--- src/rtl/serial_adder_ctrl.sv ---
// Button-driven operand loader and bit-serial 8-bit adder feeding a display value.
// Latency: press-to-pulse 2 sync + DB_CYCLES cycles; load 1 cycle after pulse; add 8 busy cycles, done on the 9th.
// Backpressure: none; button pulses that arrive while an add is running are dropped.
//
// Ports:
//   clk, clr             : clock and asynchronous active-high reset
//   sw[7:0]              : operand switches, sampled only when a load pulse is taken
//   btn_a, btn_b, btn_go : raw push buttons (load A, load B, start A+B)
//   x[7:0]               : displayed value; changes only on a load or add completion
//   cout                 : carry out of the last completed add
//   busy                 : high while the serial add runs
//   done                 : one-cycle pulse when a sum is written to x
module serial_adder_ctrl #(
  parameter int unsigned DB_CYCLES = 500000
) (
  input  logic       clk,
  input  logic       clr,
  input  logic [7:0] sw,
  input  logic       btn_a,
  input  logic       btn_b,
  input  logic       btn_go,
  output logic [7:0] x,
  output logic       cout,
  output logic       busy,
  output logic       done
);

  localparam int CW = 20;
  localparam logic [CW-1:0] CNT_LAST = CW'(DB_CYCLES - 1);

  typedef enum logic {IDLE, ADD} state_t;

  // Debouncers, bit 0 = a, bit 1 = b, bit 2 = go.
  logic [2:0]         btn_raw;
  logic [2:0]         sync1_q, sync1_d;
  logic [2:0]         sync2_q, sync2_d;
  logic [2:0]         db_q, db_d;
  logic [2:0]         db_dly_q, db_dly_d;
  logic [2:0][CW-1:0] cnt_q, cnt_d;
  logic [2:0]         press;
  logic               p_a, p_b, p_go;

  state_t     state_q, state_d;
  logic [7:0] a_q, a_d;
  logic [7:0] b_q, b_d;
  logic [7:0] sa_q, sa_d;
  logic [7:0] sb_q, sb_d;
  logic [7:0] acc_q, acc_d;
  logic       c_q, c_d;
  logic [2:0] bitcnt_q, bitcnt_d;
  logic [7:0] x_q, x_d;
  logic       cout_q, cout_d;
  logic       done_q, done_d;
  logic       sum_bit, carry;

  assign btn_raw = {btn_go, btn_b, btn_a};

  // Debounce: a level change is accepted only after DB_CYCLES consecutive
  // samples disagree with the current level; any agreeing sample restarts it.
  always_comb begin
    sync1_d  = btn_raw;
    sync2_d  = sync1_q;
    db_dly_d = db_q;
    db_d     = db_q;
    cnt_d    = '0;
    for (int i = 0; i < 3; i++) begin
      if (sync2_q[i] != db_q[i]) begin
        if (cnt_q[i] == CNT_LAST) begin
          db_d[i] = sync2_q[i];
        end else begin
          cnt_d[i] = cnt_q[i] + CW'(1);
        end
      end
    end
  end

  // Rising edge of the debounced level only; releases produce nothing.
  assign press = db_q & ~db_dly_q;
  assign p_a   = press[0];
  assign p_b   = press[1];
  assign p_go  = press[2];

  // State register
  always_ff @(posedge clk or posedge clr) begin
    if (clr) begin
      sync1_q  <= '0;
      sync2_q  <= '0;
      db_q     <= '0;
      db_dly_q <= '0;
      cnt_q    <= '0;
      state_q  <= IDLE;
      a_q      <= '0;
      b_q      <= '0;
      sa_q     <= '0;
      sb_q     <= '0;
      acc_q    <= '0;
      c_q      <= 1'b0;
      bitcnt_q <= '0;
      x_q      <= '0;
      cout_q   <= 1'b0;
      done_q   <= 1'b0;
    end else begin
      sync1_q  <= sync1_d;
      sync2_q  <= sync2_d;
      db_q     <= db_d;
      db_dly_q <= db_dly_d;
      cnt_q    <= cnt_d;
      state_q  <= state_d;
      a_q      <= a_d;
      b_q      <= b_d;
      sa_q     <= sa_d;
      sb_q     <= sb_d;
      acc_q    <= acc_d;
      c_q      <= c_d;
      bitcnt_q <= bitcnt_d;
      x_q      <= x_d;
      cout_q   <= cout_d;
      done_q   <= done_d;
    end
  end

  // Next state
  always_comb begin
    state_d = state_q;
    case (state_q)
      IDLE:    if (p_go) state_d = ADD;
      ADD:     if (bitcnt_q == 3'd7) state_d = IDLE;
      default: state_d = IDLE;
    endcase
  end

  // Datapath and outputs
  assign sum_bit = sa_q[0] ^ sb_q[0] ^ c_q;
  assign carry   = (sa_q[0] & sb_q[0]) | (sa_q[0] & c_q) | (sb_q[0] & c_q);

  always_comb begin
    a_d      = a_q;
    b_d      = b_q;
    sa_d     = sa_q;
    sb_d     = sb_q;
    acc_d    = acc_q;
    c_d      = c_q;
    bitcnt_d = bitcnt_q;
    x_d      = x_q;
    cout_d   = cout_q;
    done_d   = 1'b0;
    busy     = (state_q == ADD);
    case (state_q)
      IDLE: begin
        // go wins over a, a over b; losers in the same cycle are dropped.
        if (p_go) begin
          sa_d     = a_q;
          sb_d     = b_q;
          c_d      = 1'b0;
          bitcnt_d = '0;
        end else if (p_a) begin
          a_d = sw;
          x_d = sw;
        end else if (p_b) begin
          b_d = sw;
          x_d = sw;
        end
      end
      ADD: begin
        c_d      = carry;
        sa_d     = {1'b0, sa_q[7:1]};
        sb_d     = {1'b0, sb_q[7:1]};
        acc_d    = {sum_bit, acc_q[7:1]};
        bitcnt_d = bitcnt_q + 3'd1;
        if (bitcnt_q == 3'd7) begin
          x_d    = {sum_bit, acc_q[7:1]};
          cout_d = carry;
          done_d = 1'b1;
        end
      end
      default: ;
    endcase
  end

  assign x    = x_q;
  assign cout = cout_q;
  assign done = done_q;

endmodule

--- config.mk ---
export PLATFORM = sky130hd
export DESIGN_NAME = serial_adder_ctrl
export DESIGN_NICKNAME = d
export VERILOG_FILES = /design/src/rtl/serial_adder_ctrl.sv
export SDC_FILE = /design/constraint.sdc
export NUM_CORES = 1
export LEC_CHECK = 0
export ABC_AREA = 0
export BUFFER_PORTS_ARGS = -buffer_cell sky130_fd_sc_hd__buf_2
export CORE_ASPECT_RATIO = 0.6
export CORE_UTILIZATION = 60
export DETAILED_ROUTE_END_ITERATION = 10
export GPL_ROUTABILITY_DRIVEN = 0
export PLACE_DENSITY = 0.78
export SYNTH_ARGS = -nofsm -noshare
export SYNTH_HDL_FRONTEND = slang
export SYNTH_SLANG_ARGS = --single-unit
export TNS_END_PERCENT = 1
--- constraint.sdc ---
create_clock -name clk -period 4 [get_ports clk]
set_clock_uncertainty 0.15 [all_clocks]
set_input_delay 0.2 -clock clk [delete_from_list [all_inputs] [get_ports clk]]
set_output_delay 0.2 -clock clk [all_outputs]
set_load 0.05 [all_outputs]
# Word level (Yosys, flattened, before mapping)
# Cells that the tools add are included.
[word_totals]
ff_bits = 127
input_bits = 13
word_cells = 78
[classes]
add_sub_neg = 4
eq_ne = 11
mux = 24
bitwise = 12
reduce_logical = 7
[op_table]
columns = ["cell", "n"]
rows = [
  ["20-bit 2-to-1 mux", 6],
  ["20-bit by 1-bit adder with 20-bit output, second input constant", 3],
  ["20-bit by 19-bit == test with 1-bit output, second input constant", 3],
  ["8-bit 2-to-1 mux", 6],
  ["8-bit one-hot mux with 2 select lines", 3],
  ["2-bit AND reduction", 4],
  ["3-bit one-hot mux with 2 select lines", 1],
  ["3-bit AND reduction", 2],
  ["1-bit 2-to-1 mux", 5],
  ["2-bit != test, second input constant", 2],
  ["1-bit one-hot mux with 2 select lines", 2],
  ["4-bit AND reduction", 1],
  ["3-bit by 1-bit adder with 3-bit output, second input constant", 1],
  ["1-bit AND", 3],
  ["3-bit AND", 1],
  ["3-bit == test, second input constant", 1],
  ["3-bit 2-to-1 mux", 1],
  ["1-bit != test", 3],
  ["3-bit != test, second input constant", 1],
  ["1-bit inverter", 3],
  ["3-bit inverter", 1],
  ["2-bit by 1-bit != test with 1-bit output, second input constant", 1],
  ["1-bit OR", 2],
  ["1-bit bitwise XOR", 2],
]

# Depth between registers and ports, before layout
[logic_depth]
depth_word = 6
depth_mapped = 6
mapped_depth_nobuf = 6

# Worst setup path after synthesis
# Ideal clock, no wire load.
[synth_timing]
kind = "reg2reg"
startpoint = "reg cnt_q[6] (netlist name)"
endpoint = "reg db_q[0] (netlist: db_dly_d[0])"
setup_time_ps = 125
arrival_ps = 1876
slack_ps = 1849
stages_incl_launch_ff = 5
n_path_buf = 0
path_cell_list = "dfrtp_1 > or4b_1 > or4_4 > nor2_1 > mux2_2"
[synth_via]
elab_chain_cells = 2
[synth_rtl]
columns = ["element", "line", "source"]
rows = [
  ["start, declared", "39", "logic [2:0][CW-1:0] cnt_q, cnt_d;"],
  ["start signal, assigned", "107", "cnt_q <= cnt_d;"],
  ["20-bit by 19-bit == test with 1-bit output", "68", "if (cnt_q[i] == CNT_LAST) begin"],
  ["2-bit AND reduction (no source line)", "n/a", ""],
  ["end signal, assigned", "88", "db_q <= '0;"],
  ["end signal, assigned", "105", "db_q <= db_d;"],
  ["end, declared", "37", "logic [2:0] db_q, db_d;"],
]
# Every way passes these cells.
# A chain may end at the register's enable or synchronous reset.

==> results.cfg <==
[floorplan]
die-height_um = 77.5
fp.dieArea_um2 = 9900
start_util_pct = 62.0
width_of_the_die_um = 128
fp.coreArea_um2 = 9190
floorplan.io_pins = 24
core.rowCount = 27

[clock_tree]
clock_insertion_delay_worst_skew_ns = 0.41
cts_post_setup_buffers_inserted = 0
clkSlewWorstSetupHoldPaths_ns = 0.05
cts_root_buffer = clkbuf_16
cts_tree = done
h-tree-depth = 4
cts-hold-fix-buffers = 12
post_cts_resize_count = 0
cts-buffers-inserted = 17
cts_buffer_depth = 2
numClockSinks = 126

[setup_path]
worstSetupEndpoint = cnt_q[26]
critPathMaxFanout = 19
arrival_time_of_the_worst_setup_path_ns = 2.44
rr_startpoint = cnt_q[20]
startpoint = cnt_q[20]
timing.reg2reg.setup_slack_ns = 1.66
critPathCaptureType = flip-flop
required_worst_endpoint_ns = 4.10
regToRegEndpoint = cnt_q[26]
category_of_the_most_critical_setup_path = reg2reg
worst-r2r-cell-count = 5
critPathLaunchType = flip-flop

[power]
switching_power_uw = 586
power_leakage_nw = 2.88
peakVddDrop_mv = 0.375
combPwrFrac_pct = 2.9
seqPwrFrac_pct = 45.5
p_sw_share_pct = 20.5
internal_cell_power_mw = 2.27
power.clock.fraction_pct = 51.6
totalPowerFinal_mw = 2.86
power-per-cell-area_nw_per_um2 = 431

[logic_synthesis]
syn_area_per_cell_um2 = 10.7
post_synth_instance_area_um2 = 5700
synthesis.yosys.warnings = 0
mappedNetlistNets = 550
post_synth_edffs = 0
ys_async_sr_fraction_pct = 100
synth-seq-cells = 126
synth-main-ff-cell = dfrtp_1
synth_cells = 531
synth.distinct_cells = 41
synth.yosys.seq_area_share_pct = 55.3

[layout]
mostFrequentLayoutCells = dfrtp_1, nor2_1, nand2_1
diodes = 0
num-nets-final = 593
drive_above_1_share_pct = 16.8
layout_commonest_cell = dfrtp_1
syn_to_final_growth_pct = 16.2

[timing]
layout_worst_path_cycle_share_pct = 58.5
slew_viol_final = 0
max_freq_mhz = 428
timing.final.hold_violations = 0
relSlewSlack_pct = 47.6
worst_pin_slew_ns = 0.787
setup_viol = 0
rsz_0062_raised_after_global_routing = no
tns_ns = 0
min_period_ns = 2.34

[global_routing]
gr-usage-all-layers_pct = 24.8
first_global_vias = 3889
grt_max_degree = 65
antenna_found_initial = 0
grt-ovfl-total = 0
global_route_wire_length_before_repair_um = 18700

[routing]
number_of_iterations_in_the_first_detailed_routing_pass = 4
routed_wl_um = 11100
detail_route.wl_per_cell_um = 15.6
post_drt_via_cell_ratio = 5.60
drcViolationCount = 0
antenna_violating_nets_post_route = 0
first_iter_violations = 232
num_vias = 4003

[job]
maxCapViolations = 0

[place]
dpl.hpwl_um = 7180
placement.io_buffers = 23

[status]
result_of_the_run = complete, no violations

[min_path]
hold_path.startpoint = sync1_q[0]
holdCritPathClass = reg2reg
## kinds of logic after synthesis
kind of cell	synth area share, %
buffers and inverters	3.43
and+or+nand+nor	18.1
muxes	8.37
xor gates and xnor gates	7.23
DFF	55.3
AOI/OAI and AO/OA	6.06
adders and majority gates	1.45
## power groups by stage
stage,Clock [mW],Sequential (mW),Combinational (mW)
finish,1.47,1.30,0.0832
global route,1.56,1.30,0.0948
CTS,1.49,1.30,0.0853
detailed placement,0,1.32,0.0759
global placement,0,1.32,0.0734
floorplan,0,1.32,0.0487
## worst max-delay path, cell delays in order (launching register included)
cell,delay (ns)
dfrtp_1,0.40
ha_1,0.27
nand4_4,0.16
or2_2,0.37
o31ai_4,0.70
nor2_1,0.13
## sequential cells by signal, summed over array words and instances, names as in the netlist
register	flops
bitcnt_q	3
db_dly_d	3
cnt_q	60
done	1
cout	1
sync2_q	3
db_dly_q	3
sa_q	8
b_q	8
c_q	1
x	8
sync1_q	3
acc_q	7
sb_q	8
busy	1
a_q	8
## area by class of cell
| type | instances | area, um2 |
|---|---|---|
| multi-input combinational | 358 | 2350 |
| clock inverter | 7 | 87.6 |
| timing repair buffer | 39 | 265 |
| tap | 130 | 163 |
| fill | 644 | 2570 |
| clock buffer | 23 | 478 |
| sequential | 126 | 3150 |
| inverter | 32 | 123 |
## layer usage
metal,GRT usage (%),vias to the layer above,share of wire [%]
met3,6.14,9,4.0
met4,10.2,0,1.1
met2,36.6,101,46
met1,35.1,1977,49
li1,-,1916,-
met5,0,-,0
## through the flow
step / setup WS (ns) / cell area (um2) / std cells / hold WS, ns / util, %
6_report: 1.66 / 6620 / 715 / 0.196 / 72.0
2_1_floorplan: 0.294 / 5700 / 531 / 0.0814 / -
3_5_place_dp: 1.65 / 5930 / 673 / 0.161 / 64.6
3_3_place_gp: 1.75 / 5930 / 673 / 0.160 / 64.6
4_1_cts: 1.65 / 6620 / 715 / 0.198 / 72.0
5_1_grt: 1.46 / 6620 / 715 / 0.206 / 72.0
## Yosys cell counts, types with 13 or more instances
cell / number / area [um2]
nand2_1: 48 / 180
inv_1: 32 / 120
mux2i_1: 15 / 150
o21ai_0: 36 / 180
nor4_1: 13 / 81.3
nand3_1: 16 / 80.1
nor2_1: 62 / 233
mux2_2: 29 / 327
xnor2_1: 35 / 307
nand4_1: 17 / 106
a21oi_1: 15 / 75.1
dfrtp_1: 126 / 3150
## how the worst min path moves through the flow
stage                       to  slack [ns]  cells past startpoint
global route        sync2_q[0]        0.21                      0
floorplan           sync1_q[0]        0.08                      0
CTS                 sync2_q[0]        0.20                      0
global placement    sync1_q[1]        0.16                      1
detailed placement  sync1_q[1]        0.16                      1
finish              sync2_q[0]        0.20                      0
Power figures use the tool's default switching activity.
